`config.mk`:
```
export PLATFORM = sky130hd
export DESIGN_NAME = stage_4
export DESIGN_NICKNAME = d
export VERILOG_FILES = /design/src/rtl/stage_4_pkg.sv /design/src/rtl/fp_add.sv /design/src/rtl/stage_4_timer.sv /design/src/rtl/stage_4.sv
export SDC_FILE = /design/constraint.sdc
export NUM_CORES = 1
export LEC_CHECK = 0
export ABC_AREA = 1
export CAP_MARGIN = 10
export CORE_MARGIN = 2
export CORE_UTILIZATION = 55
export CTS_CLUSTER_DIAMETER = 40
export DETAILED_ROUTE_END_ITERATION = 10
export PLACE_DENSITY = 0.75
export SLEW_MARGIN = 20
export SYNTH_ARGS = -nofsm -noshare
export SYNTH_HDL_FRONTEND = slang
export SYNTH_SLANG_ARGS = --single-unit
```
`constraint.sdc`:
```
create_clock -name clk -period 34.3 [get_ports clk]
set_input_delay 3.43 -clock clk [delete_from_list [all_inputs] [get_ports clk]]
set_output_delay 3.43 -clock clk [all_outputs]
set_load 0.01 [all_outputs]
```
`src/rtl/stage_4_pkg.sv`:
```
// Shared definitions for the CORDIC final summing stage: state encodings,
// default adder latency and FP32 constants/classification helpers.
package stage_4_pkg;

  localparam int STATE_WIDTH         = 2;
  localparam int ADD_LATENCY_DEFAULT = 4;

  localparam logic [31:0] FP_ZERO  = 32'h0000_0000;
  localparam logic [31:0] FP_QNAN  = 32'h7FC0_0000;
  localparam logic [31:0] EXP_MASK = 32'h7F80_0000;

  typedef enum logic [STATE_WIDTH-1:0] {
    IDLE     = 2'd0,
    ADD_AB   = 2'd1,
    ADD_BIAS = 2'd2,
    DONE     = 2'd3
  } state_t;

  function automatic logic fp_is_nan(input logic [31:0] v);
    return ((v & EXP_MASK) == EXP_MASK) && (v[22:0] != 23'd0);
  endfunction

  function automatic logic fp_is_inf(input logic [31:0] v);
    return ((v & EXP_MASK) == EXP_MASK) && (v[22:0] == 23'd0);
  endfunction

endpackage

```
`src/rtl/fp_add.sv`:
```
// Pipelined IEEE-754 single-precision adder, round-to-nearest-even.
// The sum of the operands appears LATENCY enabled cycles after they are presented.
module fp_add
  import stage_4_pkg::*;
#(
  parameter int LATENCY = ADD_LATENCY_DEFAULT
) (
  input  logic        clk,
  input  logic        rst,
  input  logic        en,
  input  logic [31:0] a,
  input  logic [31:0] b,
  output logic [31:0] sum
);

  function automatic logic [31:0] fp32_add(input logic [31:0] p, input logic [31:0] q);
    logic [31:0] x, y;
    logic [26:0] mx, my, m;
    logic [27:0] s;
    logic [24:0] mr;
    logic        rnd;
    logic [7:0]  ef;
    int          ex, ey, e, d;
    if (fp_is_nan(p) || fp_is_nan(q)) return FP_QNAN;
    if (fp_is_inf(p) && fp_is_inf(q) && (p[31] != q[31])) return FP_QNAN;
    if (fp_is_inf(p)) return p;
    if (fp_is_inf(q)) return q;
    x = p;
    y = q;
    if (q[30:0] > p[30:0]) begin
      x = q;
      y = p;
    end
    ex = (x[30:23] == 8'd0) ? 1 : int'(x[30:23]);
    ey = (y[30:23] == 8'd0) ? 1 : int'(y[30:23]);
    mx = {(x[30:23] != 8'd0), x[22:0], 3'b000};
    my = {(y[30:23] != 8'd0), y[22:0], 3'b000};
    d  = ex - ey;
    // Bits shifted out of the smaller operand collapse into the sticky bit.
    if (d >= 27) my = {26'd0, |my};
    else         my = (my >> d) | {26'd0, |(my & ((27'd1 << d) - 27'd1))};
    e = ex;
    if (x[31] == y[31]) begin
      s = {1'b0, mx} + {1'b0, my};
      if (s[27]) begin
        m = s[27:1] | {26'd0, s[0]};
        e = e + 1;
      end else begin
        m = s[26:0];
      end
    end else begin
      m = mx - my;
      if (m == 27'd0) return FP_ZERO;
      for (int i = 0; i < 26; i++) begin
        if (!m[26] && (e > 1)) begin
          m = m << 1;
          e = e - 1;
        end
      end
    end
    rnd = m[2] && (m[1] || m[0] || m[3]);
    mr  = {1'b0, m[26:3]} + {24'd0, rnd};
    if (mr[24]) begin
      mr = mr >> 1;
      e  = e + 1;
    end
    if (e >= 255) return {x[31], 8'hFF, 23'd0};
    ef = mr[23] ? e[7:0] : 8'd0;
    return {x[31], ef, mr[22:0]};
  endfunction

  logic [31:0] pipe [LATENCY];

  always_ff @(posedge clk or negedge rst) begin
    if (!rst) begin
      for (int i = 0; i < LATENCY; i++) pipe[i] <= FP_ZERO;
    end else if (en) begin
      pipe[0] <= fp32_add(a, b);
      for (int i = 1; i < LATENCY; i++) pipe[i] <= pipe[i-1];
    end
  end

  assign sum = pipe[LATENCY-1];

endmodule

```
`src/rtl/stage_4_timer.sv`:
```
// add_latency_timer: counts 0..LATENCY-1 while enabled, then raises a
// registered terminal-count flag that holds until the next load.
module add_latency_timer
  import stage_4_pkg::*;
#(
  parameter int LATENCY = ADD_LATENCY_DEFAULT
) (
  input  logic clk,
  input  logic rst,
  input  logic load,
  input  logic en,
  output logic tc
);

  localparam logic [3:0] LAST = 4'(LATENCY - 1);

  logic [3:0] count;

  always_ff @(posedge clk or negedge rst) begin
    if (!rst) begin
      count <= 4'd0;
      tc    <= 1'b0;
    end else if (load) begin
      count <= 4'd0;
      tc    <= 1'b0;
    end else if (en) begin
      if (count == LAST) tc    <= 1'b1;
      else               count <= count + 4'd1;
    end
  end

endmodule

```
`src/rtl/stage_4.sv`:
```
// Final CORDIC summing stage: result = (add_one + add_two) + bias using one shared
// pipelined fp_add over two passes. STAGE_4_STATUS_EN adds a NaN/Inf status output.
module stage_4
  import stage_4_pkg::*;
#(
  parameter int FLOAT_DATA_WIDTH = 32,
  parameter int ADD_LATENCY      = ADD_LATENCY_DEFAULT
) (
  input  logic                        clk,
  input  logic                        rst,
  input  logic                        clk_en,
  input  logic                        start,
  input  logic [FLOAT_DATA_WIDTH-1:0] add_one,
  input  logic [FLOAT_DATA_WIDTH-1:0] add_two,
  input  logic [FLOAT_DATA_WIDTH-1:0] bias,
  output logic [FLOAT_DATA_WIDTH-1:0] result,
  output logic                        done,
  output logic                        busy
`ifdef STAGE_4_STATUS_EN
  ,
  output logic [1:0]                  status
`endif
);

  state_t                      state, state_next;
  logic [FLOAT_DATA_WIDTH-1:0] add_one_q, add_two_q, bias_q, partial;
  logic [FLOAT_DATA_WIDTH-1:0] op_a, op_b, adder_sum;
  logic                        tc, timer_load;
  logic                        accept, ab_finish, bias_finish;

  assign accept      = clk_en && (state == IDLE) && start;
  assign ab_finish   = clk_en && (state == ADD_AB) && tc;
  assign bias_finish = clk_en && (state == ADD_BIAS) && tc;
  assign timer_load  = clk_en && ((state == IDLE) || (state == DONE) || tc);

  always_ff @(posedge clk or negedge rst) begin
    if (!rst) state <= IDLE;
    else      state <= state_next;
  end

  always_comb begin
    state_next = state;
    done       = 1'b0;
    busy       = 1'b0;
    unique case (state)
      IDLE:     if (accept) state_next = ADD_AB;
      ADD_AB: begin
        busy = 1'b1;
        if (ab_finish) state_next = ADD_BIAS;
      end
      ADD_BIAS: begin
        busy = 1'b1;
        if (bias_finish) state_next = DONE;
      end
      DONE: begin
        done = clk_en;
        if (clk_en) state_next = IDLE;
      end
      default:  state_next = IDLE;
    endcase
  end

  // Operand select depends only on state, so the pipeline never mixes passes.
  always_comb begin
    op_a = add_one_q;
    op_b = add_two_q;
    if (state == ADD_BIAS) begin
      op_a = partial;
      op_b = bias_q;
    end
  end

  always_ff @(posedge clk or negedge rst) begin
    if (!rst) begin
      add_one_q <= FP_ZERO;
      add_two_q <= FP_ZERO;
      bias_q    <= FP_ZERO;
      partial   <= FP_ZERO;
      result    <= FP_ZERO;
    end else begin
      if (accept) begin
        add_one_q <= add_one;
        add_two_q <= add_two;
        bias_q    <= bias;
      end
      if (ab_finish)   partial <= adder_sum;
      if (bias_finish) result  <= adder_sum;
    end
  end

`ifdef STAGE_4_STATUS_EN
  always_ff @(posedge clk or negedge rst) begin
    if (!rst)             status <= 2'b00;
    else if (bias_finish) status <= {fp_is_inf(adder_sum), fp_is_nan(adder_sum)};
  end
`endif

  add_latency_timer #(.LATENCY(ADD_LATENCY)) u_timer (
    .clk  (clk),
    .rst  (rst),
    .load (timer_load),
    .en   (clk_en),
    .tc   (tc)
  );

  fp_add #(.LATENCY(ADD_LATENCY)) u_fp_add (
    .clk (clk),
    .rst (rst),
    .en  (clk_en),
    .a   (op_a),
    .b   (op_b),
    .sum (adder_sum)
  );

endmodule
```
==> flow_metrics.env <==
export IMPL_status="complete, no violations"
export IMPL_crit_top_cell="nand2_4"
export IMPL_cp_required_ns=34.74
export IMPL_synth_ff_type="dfrtp_1"
export IMPL_hold_class="reg2reg"
export IMPL_avgViaCountPerCell=5.47
export IMPL_io_pins=134
export IMPL_antenna_found_initial=0
export IMPL_htreeDepth=1
export IMPL_num_antenna_cells=0
export IMPL_core_area_um2=82100
export IMPL_dp_hpwl_mm=101
export IMPL_slew_violations=0
export IMPL_mostFrequentLayoutCell="nand2_1"
export IMPL_syn_area_per_cell_um2=6.41
export IMPL_synth_edf_count=0
export IMPL_start_kind="flip-flop"
export IMPL_critical_path_arrival_ns=33.65
export IMPL_yosysSeqAreaShare_pct=16.2
export IMPL_crit_slowest_cell="fa_1"
export IMPL_fmax_ghz=0.0301
export IMPL_critPathMaxFanout=12
export IMPL_final_setup_tns_ns=0
export IMPL_async_flop_share_pct=100
export IMPL_synth_area_um2=45600
export IMPL_grt_max_degree=100
export IMPL_grt_usage_pct=28.4
export IMPL_final_area_um2=53200
export IMPL_clkLatencyLatePin_ns=0.56
export IMPL_port_buffer_count=133
export IMPL_die_x_um=292
export IMPL_place_congestion=1.03
export IMPL_grt_pass1_vias=41100
export IMPL_criticalPathCategory="reg2reg"
export IMPL_drt_total_wl_mm=134
export IMPL_area_delta_synth_final_pct=16.6
export IMPL_die_h_um=292
export IMPL_skew_ns=0.0202
export IMPL_synth_area_leaders="dfrtp_1, nand2_1, inv_1, o21ai_0, nand2_4"
export IMPL_firstDrtPassIters=6
export IMPL_ys_types=93
export IMPL_cts_tree="done"
export IMPL_layout_cells_non_filler=8570
export IMPL_endpoint_kind="flip-flop"
export IMPL_vias=46900
export IMPL_drc_errors=0
export IMPL_setup_viol=0
export IMPL_tightest_slew_ns=0.952
export IMPL_final_cell_mix="nand2_1, inv_1, o21ai_0, nor2_1, buf_4"
export IMPL_grt_overflow=0
export IMPL_postSynthCellCount=7113
export IMPL_post_dp_cell_area_um2=48300
export IMPL_yosys_area_top_type="dfrtp_1"
export IMPL_post_route_period_util_pct=96.8
export IMPL_start_util_pct=55.6
export IMPL_cts_buffers=27
export IMPL_yosys_area_top_type_share_pct=16.2
export IMPL_cts_sinks=295
export IMPL_report_final_hold_viol_count=0
export IMPL_yosysWarnings=0
export IMPL_post_drt_wl_per_cell_um=15.6
export IMPL_syn_nets=7358
export IMPL_cap_violations=0
export IMPL_clk_path_buf_depth=3
export IMPL_cts_root_buf="clkbuf_16"
export IMPL_ys_ff_latch=295
export IMPL_hold_slack_ns=0.473
export IMPL_grt_pass1_wl_mm=205
export IMPL_floorplan_die_area_um2=85300
export IMPL_path_clk_slew_ns=0.07
export IMPL_drive_above_1_share_pct=28.6
export IMPL_post_route_min_period_ns=33.21
export IMPL_slew_headroom_pct=35.9
export IMPL_rows=105
export IMPL_ant_nets=0
export IMPL_crit_path_max_incr_delay_ns=0.50
export IMPL_place_inst=8276
export IMPL_drtIter0Drc=3982
export IMPL_nNetsFinal=7726
[final cells by class]
type                    instances  area [µm²]
multi-input cells            5471       33600
fillers                      7351       28900
flip-flops and latches        295        7380
repair buffers                626        5590
inverters                    1058        4320
well taps                    1070        1340
clock buffers                  35         746
clock inverters                13         176
repair inverters                2        17.5
[timing repair]
action	4_1_cts	5_1_grt
buffers inserted	21	201
resized for setup	38	441
gates cloned	2	21
setup endpoints to repair	31	31
hold buffers	0	0
pin swaps	11	235
[metal layers]
| layer | routed length, µm | vias up | part of all wire (%) | track usage [%] |
|---|---|---|---|---|
| li1 | - | 23500 | - | - |
| met1 | 59600 | 21700 | 45 | 40.0 |
| met2 | 62800 | 1402 | 47 | 47.2 |
| met3 | 8370 | 230 | 6.3 | 3.02 |
| met4 | 2950 | 0 | 2.2 | 5.20 |
| met5 | 0 | - | 0 | 0 |
[sequential cells by signal, summed over array words and instances (netlist names), 4 cells and up]
register and cells:
add_two_q 32, u_fp_add.pipe 96, u_fp_add.sum 32, bias_q 32, result 32, add_one_q 32, u_timer.count 4, partial 32
[kinds of logic (layout without fill, tap and decap cells)]
kind of cell,count (synthesis),after routing,synth area share [%]
AO/OA/AOI/OAI,1163,1163,14.2
XOR/XNOR,121,121,2.59
adder cells (fa/ha/maj),145,145,4.03
buffers and inverters,1359,1734,14.8
flip-flops,295,295,16.2
multiplexers,62,62,1.51
AND/OR/NAND/NOR,3968,3980,46.8
[critical path: cells and delay by family, from the launching register on]
family / cells / cell delay, ns
compound gates: 13 / 2.29
xor+xnor: 3 / 0.78
fa+ha+maj: 22 / 4.25
buf+inv: 57 / 5.67
flops: 1 / 0.41
simple gates: 177 / 19.58
[synthesized netlist by cell type, drive strengths merged (2+ instances only)]
cell type and number:
bufinv 10, dlygate4sd1 2, o21bai 12, nor2 832, nor3b 3, a21boi 2
a22oi 4, nand4 215, a21o 2, buf 95, or3 2, o2111ai 3
a21oi 264, nand2 2292, o211ai 19, o22ai 5, clkbuf 203, mux2 54
o31ai 6, a31oi 68, nand3 498, o21a 9, nor4 17, nor3 58
xor2 91, xnor2 30, clkinv 28, mux2i 8, o221ai 2, a211oi 3
fa 3, ha 142, a221oi 3, dfrtp 295, or2 32, clkinvlp 4
and2 4, nand3b 14, inv 1016, a221o 2, o21ai 753, a32oi 2
[stage by stage]
stage / setup WS [ns] / utilization [%]
after global placement: -0.493 / 58.8
after detailed placement: -1.37 / 58.8
after floorplan: 0.00819 / -
after CTS: 0.000643 / 60.3
after global routing: -0.832 / 64.8
final: 1.09 / 64.8
[worst paths after layout]
kind,from,end,slack (ns),cells after the start
worst max-delay path,state[0],u_fp_add.pipe[106],1.09,272
worst min-delay path,u_fp_add.pipe[123],u_fp_add.pipe[91],0.47,2
worst max register to register,state[0],u_fp_add.pipe[106],1.09,272
worst min register to register,u_fp_add.pipe[123],u_fp_add.pipe[91],0.47,2
max in group asynchronous,rst,add_two_q[2],29.45,4
min in group asynchronous,rst,result[11],2.87,1
Power is left out: the tool's default activity adds up to more than one toggle a clock period on the data nets, which glitch-free logic cannot reach.
